`config.mk`:
```
export PLATFORM = sky130hd
export DESIGN_NAME = adaptimer_cmd_sched
export DESIGN_NICKNAME = d
export VERILOG_FILES = /design/src/rtl/adaptimer_pkg.sv /design/src/rtl/adaptimer_rr_arb.sv /design/src/rtl/adaptimer_cmd_sched.sv
export SDC_FILE = /design/constraint.sdc
export NUM_CORES = 1
export LEC_CHECK = 0
export ABC_AREA = 1
export CAP_MARGIN = 25
export CORE_MARGIN = 8
export CORE_UTILIZATION = 47
export CTS_CLUSTER_DIAMETER = 200
export CTS_CLUSTER_SIZE = 24
export DETAILED_ROUTE_END_ITERATION = 10
export DONT_BUFFER_PORTS = 1
export SLEW_MARGIN = 20
export SYNTH_ARGS = -nofsm -noshare
export SYNTH_HDL_FRONTEND = slang
export SYNTH_HIERARCHICAL = 1
export SYNTH_SLANG_ARGS = --single-unit
```
`constraint.sdc`:
```
create_clock -name clock -period 2.5 [get_ports clock]
set_input_delay 0.5 -clock clock [delete_from_list [all_inputs] [get_ports clock]]
set_output_delay 0.5 -clock clock [all_outputs]
set_load 0.01 [all_outputs]
```
`src/rtl/adaptimer_pkg.sv`:
```
// rtl/adaptimer_pkg.sv - shared opcodes, request encodings and FSM states for the adaptive timer
package adaptimer_pkg;

    localparam logic [2:0] CMD_NONE    = 3'd0;
    localparam logic [2:0] CMD_COARSER = 3'd1;
    localparam logic [2:0] CMD_FINER   = 3'd2;
    localparam logic [2:0] CMD_LOCK    = 3'd3;
    localparam logic [2:0] CMD_FLUSH   = 3'd4;

    localparam logic [7:0] RES_RESET_DEFAULT = 8'h10;

    typedef enum logic [1:0] {
        OP_SET_RES = 2'd0,
        OP_LOCK    = 2'd1,
        OP_FLUSH   = 2'd2,
        OP_RSVD    = 2'd3
    } req_op_t;

    typedef enum logic [1:0] {
        ST_IDLE  = 2'd0,
        ST_PULSE = 2'd1,
        ST_GAP   = 2'd2,
        ST_DONE  = 2'd3
    } sched_state_t;

    function automatic logic res_in_range(input logic [7:0] res, input logic [7:0] lo,
                                          input logic [7:0] hi);
        return (res >= lo) && (res <= hi);
    endfunction

endpackage

```
`src/rtl/adaptimer_rr_arb.sv`:
```
// rtl/adaptimer_rr_arb.sv - two-port round-robin arbiter with last-grant register
module adaptimer_rr_arb (
    input  logic       clock,
    input  logic       reset,
    input  logic       enable,
    input  logic [1:0] req,
    output logic [1:0] grant
);

    // last_grant = 1 means port 1 was served last, so port 0 has priority
    logic last_grant;

    always_comb begin
        grant = 2'b00;
        if (enable) begin
            if (last_grant) begin
                if (req[0])      grant = 2'b01;
                else if (req[1]) grant = 2'b10;
            end else begin
                if (req[1])      grant = 2'b10;
                else if (req[0]) grant = 2'b01;
            end
        end
    end

    always_ff @(posedge clock or posedge reset) begin
        if (reset)         last_grant <= 1'b1;
        else if (grant[0]) last_grant <= 1'b0;
        else if (grant[1]) last_grant <= 1'b1;
    end

endmodule

```
`src/rtl/adaptimer_cmd_sched.sv`:
```
// rtl/adaptimer_cmd_sched.sv - arbitrates timer requests and expands them into spaced command writes
module adaptimer_cmd_sched
    import adaptimer_pkg::*;
#(
    parameter logic [7:0]  RES_RESET    = RES_RESET_DEFAULT,
    parameter logic [7:0]  RES_MIN      = 8'h00,
    parameter logic [7:0]  RES_MAX      = 8'h20,
    parameter logic [31:0] FLUSH_WINDOW = 32'h1000
) (
    input  logic            clock,
    input  logic            reset,
    input  logic [1:0]      req_valid,
    input  logic [1:0][1:0] req_op,
    input  logic [1:0][7:0] req_target,
    output logic [1:0]      req_ready,
    output logic            done,
    output logic            done_id,
    output logic            done_err,
    output logic            slv_reg_wren,
    output logic [2:0]      axi_awaddr,
    output logic [31:0]     S_AXI_WDATA,
    output logic [7:0]      cur_res,
    output logic            locked,
    output logic            flush_active,
    output logic            busy
);

    sched_state_t state, state_nxt;
    req_op_t      op_reg, sel_op;
    logic [7:0]   tgt_reg, sel_tgt;
    logic [2:0]   cmd_reg, dec_cmd;
    logic [31:0]  win_cnt;
    logic         id_reg, err_reg, dec_err, gnt_id, accept;
    logic [1:0]   grant;

    adaptimer_rr_arb u_arb (
        .clock  (clock),
        .reset  (reset),
        .enable (state == ST_IDLE),
        .req    (req_valid),
        .grant  (grant)
    );

    assign accept    = |grant;
    assign gnt_id    = grant[1];
    assign sel_op    = req_op_t'(req_op[gnt_id]);
    assign sel_tgt   = req_target[gnt_id];
    assign req_ready = grant;

    always_comb begin
        state_nxt = state;
        dec_cmd   = CMD_NONE;
        dec_err   = 1'b0;
        case (state)
            ST_IDLE: begin
                if (accept) begin
                    state_nxt = ST_DONE;
                    case (sel_op)
                        OP_SET_RES: begin
                            if (!res_in_range(sel_tgt, RES_MIN, RES_MAX)) begin
                                dec_err = 1'b1;
                            end else if (sel_tgt > cur_res) begin
                                dec_cmd   = CMD_COARSER;
                                state_nxt = ST_PULSE;
                            end else if (sel_tgt < cur_res) begin
                                dec_cmd   = CMD_FINER;
                                state_nxt = ST_PULSE;
                            end
                        end
                        OP_LOCK: begin
                            dec_cmd   = CMD_LOCK;
                            state_nxt = ST_PULSE;
                        end
                        OP_FLUSH: begin
                            // a window expiring this very cycle does not coalesce
                            if (win_cnt <= 32'd1) begin
                                dec_cmd   = CMD_FLUSH;
                                state_nxt = ST_PULSE;
                            end
                        end
                        default: dec_err = 1'b1;
                    endcase
                end
            end
            ST_PULSE: state_nxt = ST_GAP;
            ST_GAP:   state_nxt = (op_reg == OP_SET_RES && cur_res != tgt_reg) ? ST_PULSE : ST_DONE;
            ST_DONE:  state_nxt = ST_IDLE;
            default:  state_nxt = ST_IDLE;
        endcase
    end

    always_ff @(posedge clock or posedge reset) begin
        if (reset) state <= ST_IDLE;
        else       state <= state_nxt;
    end

    always_ff @(posedge clock or posedge reset) begin
        if (reset) begin
            op_reg  <= OP_SET_RES;
            tgt_reg <= RES_RESET;
            cmd_reg <= CMD_NONE;
            id_reg  <= 1'b0;
            err_reg <= 1'b0;
            cur_res <= RES_RESET;
            locked  <= 1'b0;
        end else begin
            if (accept) begin
                op_reg  <= sel_op;
                tgt_reg <= sel_tgt;
                cmd_reg <= dec_cmd;
                id_reg  <= gnt_id;
                err_reg <= dec_err;
            end
            if (state == ST_PULSE) begin
                if (cmd_reg == CMD_COARSER) cur_res <= cur_res + 8'd1;
                if (cmd_reg == CMD_FINER)   cur_res <= cur_res - 8'd1;
                if (cmd_reg == CMD_LOCK)    locked  <= 1'b1;
            end
        end
    end

    // +2 covers the timer's own command pipeline latency
    always_ff @(posedge clock or posedge reset) begin
        if (reset)                                         win_cnt <= 32'd0;
        else if (state == ST_PULSE && cmd_reg == CMD_FLUSH) win_cnt <= FLUSH_WINDOW + 32'd2;
        else if (win_cnt != 32'd0)                         win_cnt <= win_cnt - 32'd1;
    end

    assign slv_reg_wren = (state == ST_PULSE);
    assign S_AXI_WDATA  = slv_reg_wren ? {29'd0, cmd_reg} : 32'd0;
    assign axi_awaddr   = 3'h0;
    assign done         = (state == ST_DONE);
    assign done_id      = done & id_reg;
    assign done_err     = done & err_reg;
    assign flush_active = (win_cnt != 32'd0);
    assign busy         = (state != ST_IDLE);

endmodule

```
==> reports/qor.csv, run 1 <==
stage;metric;value;unit
run_status;outcome;complete, no violations;
power_and_ir_drop;Gate power share;50.5;%
cells_and_area;final instance area;0.00445;sq mm
drt;WL per Instance;14.1;um
sta;Final Setup Violations;0;
floorplan;die width;110;um
cells_and_area;ANT cells;0;
power_and_ir_drop;sequential share of power;34.4;%
synth;Post-synth EDFFs;0;
floorplan;DIE AREA;0.0121;sq mm
critical_path;Slowest Stage Delay on Critical Path;0.42;ns
synth;adder-cell area share of the yosys netlist;5.58;%
grt;largest net degree at the start of global routing;29;
power_and_ir_drop;LEAKAGE;2.32;nW
flow_run;max-cap violations;0;
grt;GRT overflow;0;
power_and_ir_drop;clock share of power;15.2;%
synth;post-synthesis mux area share;0.240;%
clock_network;worst skew pair latency;0.35;ns
clock_network;number of CTS-inserted buffers;9;
floorplan;Die Height;110;um
synth;Synth Warn #;6;
power_and_ir_drop;total internal power;0.00284;W
cells_and_area;Area Growth Syn to Fin;6.66;%
drt;DRT iter0 DRCs;144;
sta;unrepaired setup endpoints after global routing;false;
grt;first-pass GRT wire length;16500;um
floorplan;initial cell density of the core;48.1;%
synth;ys flop type;dfrtp_1;
sta;Max Clock Skew;0.00943;ns
critical_path;crit-path max FO;7;
drt;Routed WL;9950;um
synth;Seq/Total Area, Yosys;35.5;%
synth;count of different cell masters after synthesis;39;
critical_path;cells along the critical path;nor2_2 > nand2_1 > inv_1 > nand2_1 > inv_2 > buf_6 > nand2_1 > nand2_2 > inv_1 > ha_1 > nand2_1 > inv_1 > nand3_1 > nor3_2 > inv_1 > nand2_1 > nand2_1 > nand2_1 > o21ai_0;
synth;Mapped Area;0.00417;sq mm
critical_path;Max stage delay cell, worst path;dfrtp_1;
worst_hold_path;Hold Crit Class;input pin to asynchronous set/reset pin;
sta;final worst-path cycle share;89.7;%
clock_network;# H-tree levels;3;
drt;Routed Antenna Nets;0;
floorplan;row cnt;34;
cells_and_area;final net count;636;
sta;min Tclk post-route;2.24;ns
placement;dpl hpwl;7810;um
cells_and_area;layout cell share with drive strength beyond 1;11.4;%
critical_path;Critical Path Source Type;flop;
sta;Relative slew margins;59.6;%
sta;Max Slew Vio Count;0;
power_and_ir_drop;Power Density;1220;mW/mm^2
synth;Gate Count Post-Synth;577;
critical_path;kind of end point of the critical path;flop;
drt;drt pass-1 iters;4;
critical_path;CP required;2.72;ns
sta;endpoints failing hold;0;
sta;Worst Tran Pin Value;0.604;ns
synth;largest family of logic cells by synthesized area;simple AND/OR/NAND/NOR gates;
power_and_ir_drop;VDD IR-drop max;0.607;mV
critical_path;crit path DAT;2.47;ns
synth;Post-Synth XOR/XNOR Area;6.93;%
grt;initial antenna violation count;0;
cells_and_area;max FFs per register;32;
floorplan;Ports;76;
clock_network;Max Root-Sink Buffers;2;
power_and_ir_drop;switching part of the total;47.5;%
floorplan;CORE AREA;0.00868;sq mm
clock_network;CTS tree;done;
placement;PortBufs;0;
synth;Area contributors post-synth;dfrtp_1, nand2_1, nor2_1;
synth;top cell type's share of synthesized area;33.6;%
synth;post-synthesis compound-gate area fraction;5.79;%
power_and_ir_drop;P_sw;0.00257;W
cells_and_area;Layout fillers;896;
sta;Fmax;446;MHz
critical_path;critical path type;flop to flop;
drt;via/cell ratio;4.79;
placement;placed cell area;0.00421;sq mm
clock_network;clock root buffer;clkbuf_8;
synth;Synth Area in Simple Gates;31.4;%
clock_network;clk slew on worst S/H paths;0.07;ns
sta;setup TNS;0;ns
clock_network;Sink Count;59;
synth;post-synth top area cell;dfrtp_1;
drt;drt drc;0;
critical_path;Worst path most repeated cell;nand2_1;
clock_network;hold-fix buffer count after cts;0;
synth;ys async rst share;100;%
grt;Tot GR Track Use;17.6;%
placement;GPL Wtd Cong;0.922;
synth;syn avg cell area;7.23;sq um
synth;Synth Register Bits;59;
drt;vias;3383;
grt;vias in the first global route;3452;
-- power by group through the flow --
stage | Combinational, W | Sequential [W] | Clock (W)
global placement | 0.00263 | 0.00186 | 0
detailed placement | 0.00267 | 0.00188 | 0
global route | 0.00317 | 0.00192 | 0.000881
floorplan | 0.00217 | 0.00175 | 0
CTS | 0.00268 | 0.00186 | 0.000834
finish | 0.00273 | 0.00186 | 0.000821
-- through the flow --
stage / utilization, % / hold WS (ns) / instances / total power [W] / setup slack (ns)
5_1_grt: 51.3 / 0.0147 / 707 / 0.00597 / 0.0244
4_1_cts: 50.7 / 0.0245 / 703 / 0.00538 / 0.172
2_1_floorplan: - / 0.390 / 608 / 0.00393 / 0.167
3_3_place_gp: 48.6 / 0.392 / 687 / 0.00449 / 0.213
6_report: 51.3 / 0.0344 / 707 / 0.00542 / 0.257
3_5_place_dp: 48.6 / 0.392 / 687 / 0.00455 / 0.188
-- layer usage --
metal	track usage (%)	part of all wire (%)	up-vias	wire (um)
li1	-	-	1763	-
met1	19.7	43	1544	4260
met2	31.2	50	64	5020
met3	5.12	5.0	12	498
met4	5.99	1.7	0	170
met5	0	0	-	0
-- area by class of cell --
cell class                      instances  area [sq um]  share of cell area, %
Inverter                               85           324                   7.28
Clock buffer                           14           173                   3.88
Multi-Input combinational cell        425          2220                   49.9
Tap cell                              108           135                   3.04
Sequential cell                        59          1480                   33.3
Clock inverter                          2          10.0                  0.225
Timing Repair inverter                  1          7.51                  0.169
Timing Repair Buffer                   13          98.8                   2.22
-- critical path, delay by kind of cell (launching register included) --
kind	cells	cell delay, ns
flops	1	0.42
buf+inv	6	0.47
fa+ha+maj	1	0.30
compound gates	1	0.07
simple gates	11	0.87
-- final timing paths --
check                                  from                to  slack, ns  cells past startpoint
setup / recovery                   state[1]        cmd_reg[0]       0.26                     19
hold / removal                        reset  u_arb/last_grant       0.03                      1
setup reg to reg                   state[1]        cmd_reg[0]       0.26                     19
hold reg to reg            u_arb/last_grant  u_arb/last_grant       0.49                      2
max in group asynchronous             reset        win_cnt[9]       1.71                      2
min in group clock             req_valid[0]  u_arb/last_grant       0.31                      3
-- cells by family after synthesis --
kind of cell / Yosys count
muxes: 1
DFF: 59
adders and majority gates: 18
AOI/OAI and AO/OA: 45
other: 1
buffers and inverters: 124
and+or+nand+nor: 296
xor gates and xnor gates: 33
-- Yosys cell counts (7+ instances only) --
master   number
a21oi_1      14
nor3_1       26
nand3_1      22
dfrtp_1      56
ha_1         17
nor2_1       78
xnor2_1       7
xor2_1       26
buf_4        32
inv_1        77
nand2_1     136
o21ai_0      22
nand4_1       7
-- cell usage in the layout, fill, tap and decap left out, types with 4 or more instances in the layout --
cell type | Yosys | final
a21oi_1 | 14 | 13
buf_4 | 32 | 11
clkbuf_8 | 0 | 12
conb_1 | 1 | 32
dfrtp_1 | 56 | 56
ha_1 | 17 | 17
inv_1 | 77 | 75
inv_2 | 5 | 7
nand2_1 | 136 | 134
nand2_2 | 4 | 6
nand3_1 | 22 | 22
nand4_1 | 7 | 7
nor2_1 | 78 | 76
nor2_2 | 6 | 8
nor3_1 | 26 | 25
o21ai_0 | 22 | 22
o22ai_1 | 4 | 4
xnor2_1 | 7 | 7
xor2_1 | 26 | 26
-- timing repair --
item,4_1_cts,5_1_grt
endpoints found under the setup margin,0,3
buffers inserted,0,2
resized for setup,0,10
No activity file was read; power rests on OpenSTA's default activity.
==> run 2, diff against run 1 <==
--- a/config.mk
+++ b/config.mk
@@ -5,14 +5,17 @@
 export SDC_FILE = /design/constraint.sdc
 export NUM_CORES = 1
 export LEC_CHECK = 0
-export ABC_AREA = 1
+export ABC_AREA = 0
 export CAP_MARGIN = 25
+export CELL_PAD_IN_SITES_DETAIL_PLACEMENT = 1
+export CELL_PAD_IN_SITES_GLOBAL_PLACEMENT = 2
 export CORE_MARGIN = 8
-export CORE_UTILIZATION = 47
+export CORE_UTILIZATION = 39
 export CTS_CLUSTER_DIAMETER = 200
 export CTS_CLUSTER_SIZE = 24
 export DETAILED_ROUTE_END_ITERATION = 10
 export DONT_BUFFER_PORTS = 1
+export PLACE_DENSITY_LB_ADDON = 0.1
 export SLEW_MARGIN = 20
 export SYNTH_ARGS = -nofsm -noshare
 export SYNTH_HDL_FRONTEND = slang
==> run 2 against run 1 <==
Compared with the run above:
- the run now ends with setup timing left
- maximum frequency is 14% lower
- die area up 14%
- critical path depth shrank 8
- clock power fell by 5.0%
==> reports/qor.csv, run 2 <==
stage;metric;value;unit;change
synth;syn avg cell area;8.92;sq um;+23%
sta;Relative slew margins;41.6;%;-18 points
sta;Max Clock Skew;0.00997;ns;+0.000546 ns
cells_and_area;max FFs per register;32;;unchanged
floorplan;CORE AREA;0.0102;sq mm;+17%
drt;Routed Antenna Nets;0;;unchanged
synth;Synth Warn #;6;;unchanged
synth;post-synthesis compound-gate area fraction;13.9;%;+8.1 points
synth;post-synth top area cell;dfrtp_1;;
power_and_ir_drop;Power Density;1150;mW/mm^2;-5.3%
clock_network;worst skew pair latency;0.34;ns;about the same
cells_and_area;final instance area;0.00479;sq mm;+7.6%
power_and_ir_drop;VDD IR-drop max;0.424;mV;-30%
drt;Routed WL;11300;um;+14%
sta;min Tclk post-route;2.62;ns;+0.374 ns
cells_and_area;most frequent cells in the layout;nor2_1, dfrtp_1, buf_4;;
critical_path;critical path type;flop to flop;;
sta;final worst-path cycle share;105;%;+15 points
critical_path;RR Endpoint;state[1];;
placement;dpl hpwl;8600;um;+10%
placement;PortBufs;0;;unchanged
run_status;outcome;complete, but fails checks;;
placement;placed cell area;0.00443;sq mm;+5.0%
synth;adder-cell area share of the yosys netlist;5.76;%;+0.18 points
critical_path;Critical Path Source Type;flop;;
critical_path;r2r setup slk;-0.12;ns;-0.37 ns
synth;Synth top cells by count;dfrtp_1, nor2_1, buf_4;;
sta;unrepaired setup endpoints after global routing;true;;
drt;DRT iter0 DRCs;107;;-26%
synth;count of different cell masters after synthesis;64;;+64%
placement;Cells after DPL;609;;-11%
critical_path;crit-path max FO;5;;-2
drt;drt drc;0;;unchanged
floorplan;Die Height;118;um;+6.9%
worst_hold_path;Hold Crit Class;input pin to asynchronous set/reset pin;;
synth;Mapped Area;0.00404;sq mm;-3.2%
sta;endpoints failing hold;0;;unchanged
synth;ys async rst share;100;%;unchanged
synth;Area contributors post-synth;dfrtp_1, buf_4, ha_1;;
floorplan;Ports;76;;unchanged
grt;GRT overflow;0;;unchanged
clock_network;number of CTS-inserted buffers;9;;unchanged
grt;vias in the first global route;3559;;+3.1%
synth;Post-Synth XOR/XNOR Area;6.72;%;-0.21 points
grt;first-pass GRT wire length;18700;um;+13%
sta;Max Slew Vio Count;0;;unchanged
flow_run;max-cap violations;0;;unchanged
drt;WL per Instance;17.8;um;+27%
floorplan;initial cell density of the core;39.7;%;-8.4 points
run_status;violated checks;setup timing;;
clock_network;CTS tree;done;;
synth;post-synthesis mux area share;3.44;%;+3.2 points
cells_and_area;final net count;535;;-16%
power_and_ir_drop;LEAKAGE;2.07;nW;-10%
cells_and_area;Area Growth Syn to Fin;18.6;%;
clock_network;Sink Count;59;;unchanged
grt;Tot GR Track Use;16.5;%;-1.1 points
grt;largest net degree at the start of global routing;57;;+97%
clock_network;Max Root-Sink Buffers;2;;unchanged
drt;drt pass-1 iters;4;;unchanged
drt;vias;3316;;-2.0%
critical_path;CP required;2.73;ns;about the same
floorplan;row cnt;37;;+8.8%
clock_network;# H-tree levels;3;;unchanged
synth;Gate Count Post-Synth;453;;-21%
sta;setup ws final;-0.117;ns;-0.374 ns
cells_and_area;final cell count without fillers;634;;-10%
critical_path;reg2reg start;state[1];;
cells_and_area;ANT cells;0;;unchanged
sta;Worst Tran Pin Value;0.873;ns;+0.269 ns
synth;Synth Register Bits;59;;unchanged
grt;initial antenna violation count;0;;unchanged
clock_network;clock root buffer;clkbuf_8;;
critical_path;kind of end point of the critical path;flop;;
critical_path;Worst Reg2Reg Path Length in Cells;11;;-8
placement;pre-CTS setup slack;-0.0815;ns;-0.269 ns
floorplan;DIE AREA;0.0139;sq mm;+14%
critical_path;crit path DAT;2.85;ns;+0.38 ns
placement;GPL Wtd Cong;0.812;;-12%
synth;Synth Area in Simple Gates;23.5;%;-7.9 points
synth;largest family of logic cells by synthesized area;simple AND/OR/NAND/NOR gates;;
sta;Hold WS;0.0579;ns;+0.0235 ns
sta;Final Setup Violations;1;;+1
floorplan;die width;118;um;+6.9%
drt;via/cell ratio;5.23;;+9.3%
synth;ys flop type;dfrtp_1;;
clock_network;clk slew on worst S/H paths;0.07;ns;about the same
sta;Fmax;382;MHz;-14%
synth;top cell type's share of synthesized area;34.7;%;+1.1 points
synth;Post-synth EDFFs;0;;unchanged
synth;Seq/Total Area, Yosys;36.6;%;+1.2 points
cells_and_area;layout cell share with drive strength beyond 1;22.7;%;+11 points
## run 2: repair_timing
| item | in CTS | in global routing |
|---|---|---|
| pin swaps | 2 | 10 |
| buffers inserted | 2 | 5 |
| endpoints found under the hold margin | 2 | 0 |
| setup endpoints to repair | 3 | 7 |
| gates cloned | 0 | 1 |
| gates resized for setup | 4 | 20 |
| hold buffers | 1 | 0 |
## run 2: logic make-up after synthesis
logic type	after synthesis
fa+ha+maj	18
mux	13
compound gates	83
simple gates	175
buf+inv	73
other cells	1
flops	59
xor+xnor	31
## run 2: area by class of cell
| cell class | count | area, sq um |
|---|---|---|
| clock buffer | 11 | 141 |
| multi-input combinational | 352 | 2490 |
| inverter | 26 | 97.6 |
| sequential | 59 | 1480 |
| tap | 136 | 170 |
| timing repair buffer | 45 | 383 |
| fill | 1197 | 5400 |
| clock inverter | 5 | 30.0 |
## run 2: per-layer routing
metal	GRT usage, %	part of all wire (%)	vias up
met2	29.7	51	51
met3	4.03	3.9	15
li1	-	-	1617
met4	5.12	1.5	0
met1	18.9	43	1633
met5	0	0	-
## run 2: how the worst max path moves through the flow
stage | startpoint | end | slack (ns) | cells after the start
6_report | state[1] | state[1] | -0.12 | 11
3_3_place_gp | state[1] | state[1] | -0.03 | 12
2_1_floorplan | state[1] | state[1] | -0.23 | 12
5_1_grt | state[1] | state[1] | -0.20 | 11
4_1_cts | state[1] | state[1] | -0.1 | 12
3_5_place_dp | state[1] | state[1] | -0.08 | 12
## run 2: metrics by stage
step / TNS [ns] / total power, W / util, %
detailed placement: -0.0815 / 0.00453 / 43.5
global route: -0.211 / 0.00600 / 47.0
finish: -0.117 / 0.00552 / 47.0
global placement: -0.0282 / 0.00443 / 43.5
CTS: -0.129 / 0.00540 / 45.5
floorplan: -0.298 / 0.00371 / -
## run 2: report_power, final
part / internal [W] / switching (W) / total (W)
sequential: 0.00137 / 0.000437 / 0.00181
combinational: 0.00134 / 0.00159 / 0.00293
clock: 0.000382 / 0.000399 / 0.000780
## run 2: worst max-delay path, cell delays in order, from the launching register on
cell,delay (ns)
dfrtp_2,0.42
nor2_4,0.12
nand2_2,0.08
a21oi_4,0.18
buf_12,0.16
mux2_4,0.31
ha_1,0.28
nand4_1,0.13
or2_4,0.26
a31o_2,0.21
a221o_1,0.29
o311ai_1,0.07
==> run 3, diff against run 2 <==
--- a/config.mk
+++ b/config.mk
@@ -9,7 +9,7 @@
 export CAP_MARGIN = 25
 export CELL_PAD_IN_SITES_DETAIL_PLACEMENT = 1
 export CELL_PAD_IN_SITES_GLOBAL_PLACEMENT = 2
-export CORE_MARGIN = 8
+export CORE_MARGIN = 1
 export CORE_UTILIZATION = 39
 export CTS_CLUSTER_DIAMETER = 200
 export CTS_CLUSTER_SIZE = 24
==> constraint.sdc (replaced) <==
create_clock -name clock -period 2.6 [get_ports clock]
set_input_delay 0.52 -clock clock [delete_from_list [all_inputs] [get_ports clock]]
set_output_delay 0.52 -clock clock [all_outputs]
set_load 0.01 [all_outputs]
==> run 3 against run 2 <==
Compared with the run above:
- highest routed layer unchanged
- the flow still finishes with violations (setup timing)
- via count decreased by 1.3%
- maximum frequency is essentially flat
- hold slack improved by 0.0011 ns
- sequential power down 2%
- core utilization is 0.52 points lower
- sequential share of layout area up 1.2 points
- critical path depth unchanged
- total power down 6.3%
- count of clock-buffer cells in the layout stayed put
==> reports/qor.csv, run 3 (same netlist as run 2, synthesis figures left out) <==
stage;metric;value;unit;change
critical_path;CP required;2.84;ns;+0.11 ns
cells_and_area;max FFs per register;32;;unchanged
sta;Max Clock Skew;0.00738;ns;-0.00259 ns
drt;Routed Antenna Nets;0;;unchanged
cells_and_area;most frequent cells in the layout;nor2_1, dfrtp_1, conb_1;;
sta;Relative slew margins;44.2;%;+2.6 points
critical_path;critical path type;flop to flop;;
run_status;violated checks;setup timing;;
power_and_ir_drop;LEAKAGE;2.01;nW;-3.3%
cells_and_area;Layout fillers;1172;;-2.1%
power_and_ir_drop;Power Total;0.00518;W;-6.3%
floorplan;Die Height;104;um;-12%
cells_and_area;final net count;518;;-3.2%
sta;setup ws final;-0.0157;ns;+0.102 ns
grt;vias in the first global route;3337;;-6.2%
critical_path;crit-path max FO;11;;+6
worst_hold_path;Hold Crit Class;input pin to asynchronous set/reset pin;;
sta;endpoints failing hold;0;;unchanged
drt;DRT iter0 DRCs;111;;+3.7%
grt;GRT overflow;0;;unchanged
sta;min Tclk post-route;2.62;ns;-0.00172 ns
drt;via/cell ratio;5.33;;+1.9%
sta;final worst-path cycle share;101;%;-4.1 points
critical_path;Critical Path Source Type;flop;;
sta;Fmax;382;MHz;about the same
critical_path;kind of end point of the critical path;flop;;
drt;drt pass-1 iters;4;;unchanged
clock_network;clock root buffer;clkbuf_8;;
grt;largest net degree at the start of global routing;31;;-46%
sta;Worst Tran Pin Value;0.834;ns;-0.0387 ns
sta;Final Setup Violations;1;;unchanged
cells_and_area;layout cell share with drive strength beyond 1;18.7;%;-4.0 points
grt;Tot GR Track Use;20.6;%;+4.1 points
grt;initial antenna violation count;0;;unchanged
floorplan;Ports;76;;unchanged
clock_network;clk slew on worst S/H paths;0.07;ns;about the same
grt;first-pass GRT wire length;17500;um;-6.8%
clock_network;Max Root-Sink Buffers;2;;unchanged
clock_network;number of CTS-inserted buffers;9;;unchanged
clock_network;hold-fix buffer count after cts;0;;-1
drt;WL per Instance;17.2;um;-3.6%
cells_and_area;Layout Utilization;46.5;%;-0.52 points
run_status;outcome;complete, but fails checks;;
power_and_ir_drop;Power Density;1120;mW/mm^2;-2.6%
clock_network;# H-tree levels;3;;unchanged
clock_network;worst skew pair latency;0.34;ns;about the same
cells_and_area;ANT cells;0;;unchanged
floorplan;CORE AREA;0.00991;sq mm;-2.7%
floorplan;DIE AREA;0.0108;sq mm;-22%
placement;GPL Wtd Cong;0.765;;-5.7%
drt;Routed WL;10500;um;-6.7%
sta;unrepaired setup endpoints after global routing;true;;
critical_path;crit path DAT;2.85;ns;about the same
drt;vias;3274;;-1.3%
floorplan;initial cell density of the core;40.8;%;+1.1 points
power_and_ir_drop;VDD IR-drop max;0.456;mV;+7.4%
flow_run;max-cap violations;0;;unchanged
clock_network;CTS tree;done;;
cells_and_area;Area Growth Syn to Fin;14.1;%;
sta;setup TNS;-0.0157;ns;+0.102 ns
clock_network;Sink Count;59;;unchanged
placement;PortBufs;0;;unchanged
placement;pre-CTS setup slack;0.00178;ns;+0.0833 ns
placement;dpl hpwl;8000;um;-6.9%
floorplan;row cnt;36;;-2.7%
drt;drt drc;0;;unchanged
floorplan;die width;104;um;-12%
sta;Max Slew Vio Count;0;;unchanged
[run 3: cell count changes in the layout (fill, tap and decap cells not counted), sizes merged]
cell         previous run  this run
bufinv                  0         1
clkinv                  3         4
buf                    43        28
clkbuf                 12        11
clkinvlp                2         0
dlygate4sd3             1         0
[run 3: cell type report]
class	instances	area, sq um	share of cell area [%]
multi-input cells	352	2430	52.8
flip-flops and latches	59	1480	32.1
repair buffers	28	235	5.10
well taps	133	166	3.61
clock buffers	11	141	3.07
inverters	26	97.6	2.12
clock inverters	5	53.8	1.17
[run 3: where the power goes]
group | total [W] | internal (W) | switching [W]
Combinational | 0.00256 | 0.00114 | 0.00142
Sequential | 0.00177 | 0.00132 | 0.000446
Clock | 0.000851 | 0.000466 | 0.000385
Total | 0.00518 | 0.00292 | 0.00225
[run 3: final timing paths]
path                               endpoint    startpoint  slack, ns  cells after the start
min                        u_arb/last_grant         reset       0.06                      1
max                                state[1]      state[1]      -0.02                     11
max reg2reg                        state[1]      state[1]      -0.02                     11
max in group asynchronous       win_cnt[25]         reset       1.82                      2
min in group clock         u_arb/last_grant  req_valid[1]       0.32                      2
min reg2reg                         err_reg       err_reg       0.49                      2
[run 3: routing by layer]
layer | track usage (%) | wire length (um) | up-vias
met2 | 35.6 | 5420 | 46
li1 | - | - | 1584
met1 | 25.9 | 4690 | 1629
met3 | 4.09 | 266 | 15
met5 | 0 | 0 | -
met4 | 6.43 | 158 | 0
[run 3: stage by stage]
stage          cells  instance area, sq um  hold slack (ns)
2_1_floorplan    484                  4280            0.410
3_3_place_gp     595                  4330            0.413
3_5_place_dp     595                  4330            0.414
4_1_cts          611                  4540           0.0418
5_1_grt          614                  4610           0.0421
6_report         614                  4610           0.0590
[run 3: critical path, cell delays in order (launching register included)]
cell and delay [ns]:
dfrtp_2 0.42, nor2_4 0.12, nand2_2 0.08, a21oi_4 0.14, buf_12 0.16, mux2_4 0.33
ha_4 0.27, nand4_1 0.14, or2_4 0.26, a31o_2 0.22, a221o_1 0.30, o311ai_2 0.07
[run 3: repair_timing]
item / 4_1_cts / 5_1_grt
resized for setup: 3 / 8
pin swaps: 1 / 2
setup endpoints to repair: 2 / 4
setup buffers: 0 / 3
